==> config.mk <==
export PLATFORM = sky130hd
export DESIGN_NAME = nand_bus_sequencer
export DESIGN_NICKNAME = d
export VERILOG_FILES = /design/src/rtl/nand_bus_sequencer.sv
export SDC_FILE = /design/constraint.sdc
export NUM_CORES = 1
export LEC_CHECK = 0
export ABC_CLOCK_PERIOD_IN_PS = 2900
export CAP_MARGIN = 40
export CORE_UTILIZATION = 50
export CTS_CLUSTER_SIZE = 12
export DETAILED_ROUTE_END_ITERATION = 8
export GPL_TIMING_DRIVEN = 0
export MAX_ROUTING_LAYER = met4
export PLACE_DENSITY = 0.88
export SYNTH_ARGS = -nofsm -noshare
export SYNTH_HDL_FRONTEND = slang
export SYNTH_SLANG_ARGS = --single-unit
==> constraint.sdc <==
create_clock -name clk -period 2.9 [get_ports clk]
set_input_delay 0.58 -clock clk [delete_from_list [all_inputs] [get_ports clk]]
set_output_delay 0.58 -clock clk [all_outputs]
set_load 0.02 [all_outputs]
==> src/rtl/nand_bus_sequencer.sv <==
// nand_bus_sequencer
//   Sequences one NAND operation (page read, page program or block erase)
//   across a multiplexed command/address/data bus shared by NumChips devices.
//   The bidirectional DIO is split into dioOut/dioOe/dioIn for a pad wrapper.
//
// Ports
//   clk, rstN                  system clock, async active-low reset
//   reqValid/reqReady          operation request handshake (ready only in IDLE)
//   reqOp, reqChip, reqAddr    operation, target chip, address (slice 0 first)
//   wrValid/wrReady, wrData    program data handshake
//   rdValid, rdData            read data strobe (no backpressure)
//   done, error                one-cycle completion pulse and its status
//   dioOut, dioOe, dioIn       split bus
//   ALE, CLE, wEn, rEn         active-high latch and strobe lines
//   cEn                        one-hot chip enable
//   status                     per-chip ready lines
//
// Optional feature: define NAND_SEQ_TIMEOUT_EN to bound the ready wait to
// TimeoutCycles cycles; expiry ends the operation with error=1.
//
// state   | meaning
// --------+-----------------------------------------------------------
// IDLE    | waiting for a request; reqReady=1
// CMD1    | first command beat (0x00 / 0x80 / 0x60)
// ADDR    | AddrCycles address beats
// WDATA   | DataBeats program beats, stalls in phase A until wrValid
// CMD2    | confirm command beat (0x30 / 0x10 / 0xD0)
// WAITB   | BusyDelay cycles before status is trusted
// WAITRDY | waiting for status[chip]
// RDATA   | DataBeats read beats
// DONE    | done pulse, then IDLE

module nand_bus_sequencer #(
  parameter int DIOWidth      = 16,
  parameter int NumChips      = 4,
  parameter int AddrCycles    = 3,
  parameter int DataBeats     = 4,
  parameter int BusyDelay     = 2,
  parameter int TimeoutCycles = 1024,
  localparam int CW = (NumChips > 1) ? $clog2(NumChips) : 1
) (
  input  logic                           clk,
  input  logic                           rstN,
  input  logic                           reqValid,
  output logic                           reqReady,
  input  logic [1:0]                     reqOp,
  input  logic [CW-1:0]                  reqChip,
  input  logic [AddrCycles*DIOWidth-1:0] reqAddr,
  input  logic                           wrValid,
  output logic                           wrReady,
  input  logic [DIOWidth-1:0]            wrData,
  output logic                           rdValid,
  output logic [DIOWidth-1:0]            rdData,
  output logic                           done,
  output logic                           error,
  output logic [DIOWidth-1:0]            dioOut,
  output logic                           dioOe,
  input  logic [DIOWidth-1:0]            dioIn,
  output logic                           ALE,
  output logic                           CLE,
  output logic                           wEn,
  output logic                           rEn,
  output logic [NumChips-1:0]            cEn,
  input  logic [NumChips-1:0]            status
);

  localparam int MaxBeats = (AddrCycles > DataBeats) ? AddrCycles : DataBeats;
  localparam int BW       = $clog2(MaxBeats + 1);
  localparam int WW       = (BusyDelay > 1) ? $clog2(BusyDelay) : 1;

  localparam logic [1:0] OP_READ = 2'b00;
  localparam logic [1:0] OP_PROG = 2'b01;
  localparam logic [1:0] OP_RSVD = 2'b11;

  typedef enum logic [3:0] {
    S_IDLE, S_CMD1, S_ADDR, S_WDATA, S_CMD2, S_WAITB, S_WAITRDY, S_RDATA, S_DONE
  } state_t;

  state_t                         state, state_nx;
  logic                           ph, ph_nx;          // 0 = strobe phase, 1 = hold phase
  logic [BW-1:0]                  cnt, cnt_nx;
  logic [WW-1:0]                  wcnt, wcnt_nx;
  logic                           err_q, err_nx;
  logic [1:0]                     op_q;
  logic [CW-1:0]                  chip_q;
  logic [AddrCycles*DIOWidth-1:0] addr_q;
  logic [DIOWidth-1:0]            dout_q, dout_v, rd_q;
  logic [7:0]                     cmd1, cmd2;
  logic                           cen_on, illegal, to_hit;

  assign illegal = (reqOp == OP_RSVD) || (32'(reqChip) >= NumChips);

  always_comb begin
    cmd1 = 8'h00;
    cmd2 = 8'h00;
    case (op_q)
      2'b00:   begin cmd1 = 8'h00; cmd2 = 8'h30; end
      2'b01:   begin cmd1 = 8'h80; cmd2 = 8'h10; end
      2'b10:   begin cmd1 = 8'h60; cmd2 = 8'hD0; end
      default: begin cmd1 = 8'h00; cmd2 = 8'h00; end
    endcase
  end

`ifdef NAND_SEQ_TIMEOUT_EN
  localparam int TOW = (TimeoutCycles > 1) ? $clog2(TimeoutCycles) : 1;
  logic [TOW-1:0] to_cnt;

  // Held at zero outside WAITRDY, so every entry starts a fresh count.
  always_ff @(posedge clk or negedge rstN) begin
    if (!rstN)                   to_cnt <= '0;
    else if (state != S_WAITRDY) to_cnt <= '0;
    else                         to_cnt <= to_cnt + 1'b1;
  end

  assign to_hit = (to_cnt == TOW'(TimeoutCycles - 1));
`else
  assign to_hit = 1'b0;
`endif

  always_ff @(posedge clk or negedge rstN) begin
    if (!rstN) begin
      state  <= S_IDLE;
      ph     <= 1'b0;
      cnt    <= '0;
      wcnt   <= '0;
      err_q  <= 1'b0;
      op_q   <= 2'b00;
      chip_q <= '0;
      addr_q <= '0;
      dout_q <= '0;
      rd_q   <= '0;
    end else begin
      state <= state_nx;
      ph    <= ph_nx;
      cnt   <= cnt_nx;
      wcnt  <= wcnt_nx;
      err_q <= err_nx;
      if (state == S_IDLE && reqValid) begin
        op_q   <= reqOp;
        chip_q <= reqChip;
        addr_q <= reqAddr;
      end
      // Last driven word, replayed during phase B and write stalls.
      if (dioOe) dout_q <= dout_v;
      if (state == S_RDATA && !ph) rd_q <= dioIn;
    end
  end

  always_comb begin
    state_nx = state;
    ph_nx    = ph;
    cnt_nx   = cnt;
    wcnt_nx  = wcnt;
    err_nx   = err_q;
    reqReady = 1'b0;
    wrReady  = 1'b0;
    rdValid  = 1'b0;
    done     = 1'b0;
    error    = 1'b0;
    dout_v   = '0;
    dioOe    = 1'b0;
    ALE      = 1'b0;
    CLE      = 1'b0;
    wEn      = 1'b0;
    rEn      = 1'b0;
    cen_on   = 1'b0;
    case (state)
      S_IDLE: begin
        reqReady = 1'b1;
        if (reqValid) begin
          ph_nx  = 1'b0;
          cnt_nx = '0;
          err_nx = illegal;
          state_nx = illegal ? S_DONE : S_CMD1;
        end
      end
      S_CMD1: begin
        cen_on = 1'b1;
        CLE    = 1'b1;
        dioOe  = 1'b1;
        wEn    = !ph;
        dout_v = DIOWidth'(cmd1);
        ph_nx  = !ph;
        if (ph) state_nx = S_ADDR;
      end
      S_ADDR: begin
        cen_on = 1'b1;
        ALE    = 1'b1;
        dioOe  = 1'b1;
        wEn    = !ph;
        dout_v = addr_q[32'(cnt)*DIOWidth +: DIOWidth];
        ph_nx  = !ph;
        if (ph) begin
          if (cnt == BW'(AddrCycles - 1)) begin
            cnt_nx   = '0;
            state_nx = (op_q == OP_PROG) ? S_WDATA : S_CMD2;
          end else begin
            cnt_nx = cnt + 1'b1;
          end
        end
      end
      S_WDATA: begin
        cen_on = 1'b1;
        dioOe  = 1'b1;
        dout_v = dout_q;
        if (!ph) begin
          wrReady = 1'b1;
          if (wrValid) begin
            wEn    = 1'b1;
            dout_v = wrData;
            ph_nx  = 1'b1;
          end
        end else begin
          ph_nx = 1'b0;
          if (cnt == BW'(DataBeats - 1)) begin
            cnt_nx   = '0;
            state_nx = S_CMD2;
          end else begin
            cnt_nx = cnt + 1'b1;
          end
        end
      end
      S_CMD2: begin
        cen_on = 1'b1;
        CLE    = 1'b1;
        dioOe  = 1'b1;
        wEn    = !ph;
        dout_v = DIOWidth'(cmd2);
        ph_nx  = !ph;
        if (ph) begin
          wcnt_nx  = WW'(BusyDelay - 1);
          state_nx = S_WAITB;
        end
      end
      S_WAITB: begin
        cen_on = 1'b1;
        if (wcnt == '0) state_nx = S_WAITRDY;
        else            wcnt_nx  = wcnt - 1'b1;
      end
      S_WAITRDY: begin
        cen_on = 1'b1;
        if (status[chip_q]) begin
          ph_nx    = 1'b0;
          cnt_nx   = '0;
          state_nx = (op_q == OP_READ) ? S_RDATA : S_DONE;
        end else if (to_hit) begin
          err_nx   = 1'b1;
          state_nx = S_DONE;
        end
      end
      S_RDATA: begin
        cen_on  = 1'b1;
        rEn     = !ph;
        rdValid = ph;
        ph_nx   = !ph;
        if (ph) begin
          if (cnt == BW'(DataBeats - 1)) state_nx = S_DONE;
          else                           cnt_nx   = cnt + 1'b1;
        end
      end
      S_DONE: begin
        done     = 1'b1;
        error    = err_q;
        state_nx = S_IDLE;
      end
      default: state_nx = S_IDLE;
    endcase
  end

  always_comb begin
    cEn = '0;
    if (cen_on) cEn[chip_q] = 1'b1;
  end

  assign dioOut = dout_v;
  assign rdData = rd_q;

endmodule
# Yosys cells after proc, flatten, opt, wreduce, memory -nomap -nowiden
# Index checks and enable logic that the tools add are counted.
[classes]
magnitude_cmp = 2
n_shift = 1
n_reduce_logical = 19
div = 0
n_eq_ne = 25
multipliers = 0
muxes = 54
bitwise_logic = 0
n_addsub = 2
[op_table]
columns = ["cell", "n"]
rows = [
  ["16-bit one-hot mux with 4 select lines", 1],
  ["4-bit two-way mux", 14],
  ["48-bit by 8-bit indexed part select with 16-bit output", 1],
  ["16-bit two-way mux", 2],
  ["4-bit one-hot mux with 8 select lines", 1],
  ["3-bit two-way mux", 9],
  ["8-bit one-hot mux with 3 select lines", 1],
  ["2-bit != test (second input constant)", 11],
  ["1-bit two-way mux", 19],
  ["4-bit by 3-bit == test with 1-bit output (second input constant)", 4],
  ["8-bit one-hot mux with 2 select lines", 1],
  ["3-bit one-hot mux with 5 select lines", 1],
  ["11-bit AND reduction", 1],
  ["4-bit by 2-bit == test with 1-bit output (second input constant)", 2],
  ["4-bit OR reduction", 2],
  ["7-bit AND reduction", 1],
  ["7-bit OR reduction", 1],
  ["3-bit by 2-bit == test with 1-bit output (second input constant)", 2],
  ["5-bit nonzero test", 1],
  ["2-bit == test (second input constant)", 2],
  ["4-bit by 1-bit == test with 1-bit output (second input constant)", 1],
  ["4-bit == test (second input constant)", 1],
  ["4-bit zero test", 1],
  ["1-bit one-hot mux with 2 select lines", 2],
  ["18 further kinds", 21],
]
[word_totals]
elab_cells = 113
inputBits = 92
memories = 0
latch_bits = 0
ram_bits = 0
romBits = 0
reg_bits = 94

# Depth between registers and ports, before layout
[logic_depth]
word_depth = 5
ltp_mapped = 7
depth_no_buf = 7

# Worst setup path before layout
# OpenSTA, ideal clock, no wires.
[synth_path]
kind = "register -> output"
startpoint = "register state[0]"
endpoint = "output dioOut[10]"
t_required_ns = 2.320
n_path_buf = 1
arrival_ns = 1.747
setup_slack_ns = 0.573
stages_incl_launch_ff = 6
path_cell_list = "dfrtp_1 > nand2b_2 > nor3_2 > nand2_1 > buf_2 > o22ai_1"
[synth_via]
elab_chain_cells = 2
word_cells_on_any_way = 5
[synth_rtl]
columns = ["element", "line_no", "source"]
rows = [
  ["start: declaration", "79", "state_t state, state_nx;"],
  ["start signal: assignment", "133", "state <= state_nx;"],
  ["4-bit by 3-bit == test with 1-bit output (tied with other cells)", "167", "case (state)"],
  ["16-bit one-hot mux with 4 select lines (*)", "167", ""],
  ["end: declaration", "56", "output logic [DIOWidth-1:0] dioOut,"],
]
# Mark *: on every way between the ends. The rest lies on a longest branch, timed or not.

# Worst setup path after layout
[layout_path]
startpoint = "register state[0]"
endpoint = "output dioOut[9]"
# The elaborated chain is that of the path after synthesis.

==> metrics <==
n_diodes 0; num rows 36; flops & latches, synth 94; Worst Setup End Kind output pin; CP Depth 6; Core Area ~0.0097 mm^2; Mapped Area around 0.005 mm^2; Least-Margin Pin Slew about 0.52 ns; drt pass-1 iters 4; ratio of cells with drive above 1 in the final layout 0.2446; setup TNS 0 ns; Syn Nets around 500; # nets final around 650; worst slack, placed -0.3235 ns; Reg power frac 0.311; final worst path period share 0.9710; Util after Layout 0.6969; worst-path cell chain nand2b_2, nor3_2, nand2_2, buf_2, o22ai_1, clkdlybuf4s15_1; RSZ-0062 raised after global routing no; Hold WC Path Type in2async; P per Cell Area 1080 mW/mm^2; dpl cell area 0.006559 mm^2; number of global-route vias before repair 3,788; Internal 4.405 mW; Yosys top cell area share 0.4708; pin count of the biggest net entering global routing 56; Gate Count Post-Synth approximately 400; sequential-to-total area share from yosys stat 0.4708; synth top area cells dfrtp_1 47%, mux2_4 13%, mux2i_1 6.6%; CP top delay family simple AND/OR/NAND/NOR gates; initial antenna violation count 0; Worst VDD drop a little over 0.5 mV; critical path type reg2out; Post-DRT Antenna Nets 0; most frequent cells in the layout 117 x clkdlybuf4s50_1, 94 x dfrtp_1, 43 x mux2_4, 33 x mux2i_1, 31 x nor2_1; Worst EP arrival ~2.2 ns; CTS Buffer Depth 2; status completed; clock network power share 0.124; Residual DRC 0; clock root buffer clkbuf_8; area leader, netlist dfrtp_1; Post-Route Skew roughly 0.011 ns; final global-route overflow total 0; syn_area_per_cell 12.43 um^2; Clock Sinks 94; Slowest cell on crit path dfrtp_1; yosys warns 0; CTS Hold Buffers Added 0; Period minus WS final about 2.8 ns; total CTS buffers 9; switching power around 2.9 mW; chip width ~100 um; I/O pin count 138; fin area approximately 0.0068 mm^2; first-pass GRT wire length a little under 20,000 um; GP Congestion around 0.89; die area a little over 0.01 mm^2; Switching Share 0.3983; Die H between 100 and 150 um; peak fanout along the critical path 10; final setup fails 0; max-slew violations 0; R2R depth 6; Final WS setup ~0.084 ns; leak pwr 3.169 nW; gr usage total 0.2552; Final Hold Violating Endpoints 0; commonest non-fill, non-tap cell in the layout clkdlybuf4s50_1; Critical Path Start Type flip-flop; Synth cell types 56; DRT iter0 DRCs between 150 and 200; Clk Latency, worst-skew pair roughly 0.36 ns; hpwl dp 9329 um; initial core utilization 0.5135; clk slew on worst S/H paths ~0.10 ns; H-tree depth 3; IO buf count between 100 and 150; Avg WL per Cell around 18 um; slowest stage delay, CP between 0.4 and 0.5 ns; Worst slew margin 0.6528; hold_ws between 0.15 and 0.2 ns; required time worst endpoint roughly 2.3 ns; final wirelength between 10,000 and 15,000 um; max-cap violations 0; CTS tree built; max frequency approximately 0.36 GHz; crit path buf inv count 2; Comb pwr share 0.565; Area Growth Syn to Fin 35.71%; detailed-route via count approximately 3,800; Via-to-Cell Ratio around 5.5
==> final cells by class <==
class / instances / area, um^2
tap: 133 / 166.4
clock inverter: 7 / 85.08
fill: 695 / 2949
clock buffer: 9 / 123.9
inverter: 9 / 33.78
timing repair buffer: 140 / 1385
multi-input combinational: 270 / 2396
sequential: 94 / 2352
buffer: 27 / 237.7
==> per-stage QoR <==
| step | total power, mW | std cells |
|---|---|---|
| 3_5_place_dp | 6.378 | 673 |
| 5_1_grt | 7.732 | 689 |
| 2_1_floorplan | 5.016 | 402 |
| 3_3_place_gp | 6.231 | 672 |
| 6_report | 7.321 | 689 |
| 4_1_cts | 7.315 | 690 |
==> metal layers <==
metal	up-vias	part of all wire	GRT usage
met5	-	0	-
met4	0	0.013	0.06923
met3	14	0.048	0.04036
met2	159	0.49	0.4037
met1	1871	0.45	0.3427
li1	1753	-	-
==> cells by family after synthesis <==
kind of cell,after synthesis,share of synthesized area
XOR/XNOR,2,0.005010
adder cells (fa/ha/maj),5,0.01252
flip-flops,94,0.4708
buffers and inverters,38,0.05309
multiplexers,107,0.2675
AND/OR/NAND/NOR,81,0.09016
AO/OA/AOI/OAI,75,0.1009
==> synthesized netlist by cell type, drive strengths merged <==
master and n:
a211oi 2, nor4 3, mux2 73, clkbuf 5, mux4 1, ha 5
and3 2, a32o 1, o22a 1, a21oi 20, and3b 1, a21o 16
mux2i 33, o221ai 4, or3 1, or2 1, nand4 2, inv 9
nor2 34, nor3b 1, nand2 13, a31oi 6, nand4b 1, dfrtp 94
nand2b 5, nor3 4, buf 24, nand4bb 1, nand3 6, nand3b 1
nor2b 2, o2111a 1, or4 2, o211ai 4, o21ai 6, o22ai 14
xnor2 2, nor4bb 1
==> sequential cells by signal, summed over array words and instances, names as in the netlist <==
name / cells
wcnt: 1
rdData: 16
addr_q: 48
ph: 1
dout_q: 16
op_q: 2
err_q: 1
state: 4
chip_q: 2
cnt: 3
==> power groups by stage <==
| stage | combinational (mW) | sequential, mW | clock (mW) |
|---|---|---|---|
| floorplan | 2.69 | 2.32 | 0 |
| global placement | 3.98 | 2.25 | 0 |
| detailed placement | 4.08 | 2.30 | 0 |
| CTS | 4.13 | 2.27 | 0.915 |
| global route | 4.41 | 2.34 | 0.975 |
| finish | 4.14 | 2.27 | 0.908 |
==> worst paths after layout <==
check | from | end | slack [ns]
hold / removal | rstN | rdData[1] | 0.18
setup / recovery | state[0] | dioOut[9] | 0.08
setup reg to reg | state[0] | cnt[2] | 1.01
min in group clk | dout_q[3] | dout_q[3] | 0.49
hold reg to reg | dout_q[3] | dout_q[3] | 0.49
max in group asynchronous | rstN | wcnt | 2.07
==> what timing repair did <==
| item | 4_1_cts | 5_1_grt |
|---|---|---|
| pin swaps | 2 | 0 |
| setup endpoints to repair | 19 | 15 |
| buffers inserted | 2 | 0 |
| resized for setup | 25 | 20 |
==> worst register-to-register path: cells and delay by family, from the launching register on <==
family,cells,cell delay [ns]
and+or+nand+nor,2,0.47
AOI/OAI and AO/OA,2,0.43
DFF,1,0.42
muxes,1,0.30
buffers and inverters,1,0.16
Note: power is estimated with default switching activity, not from simulation.
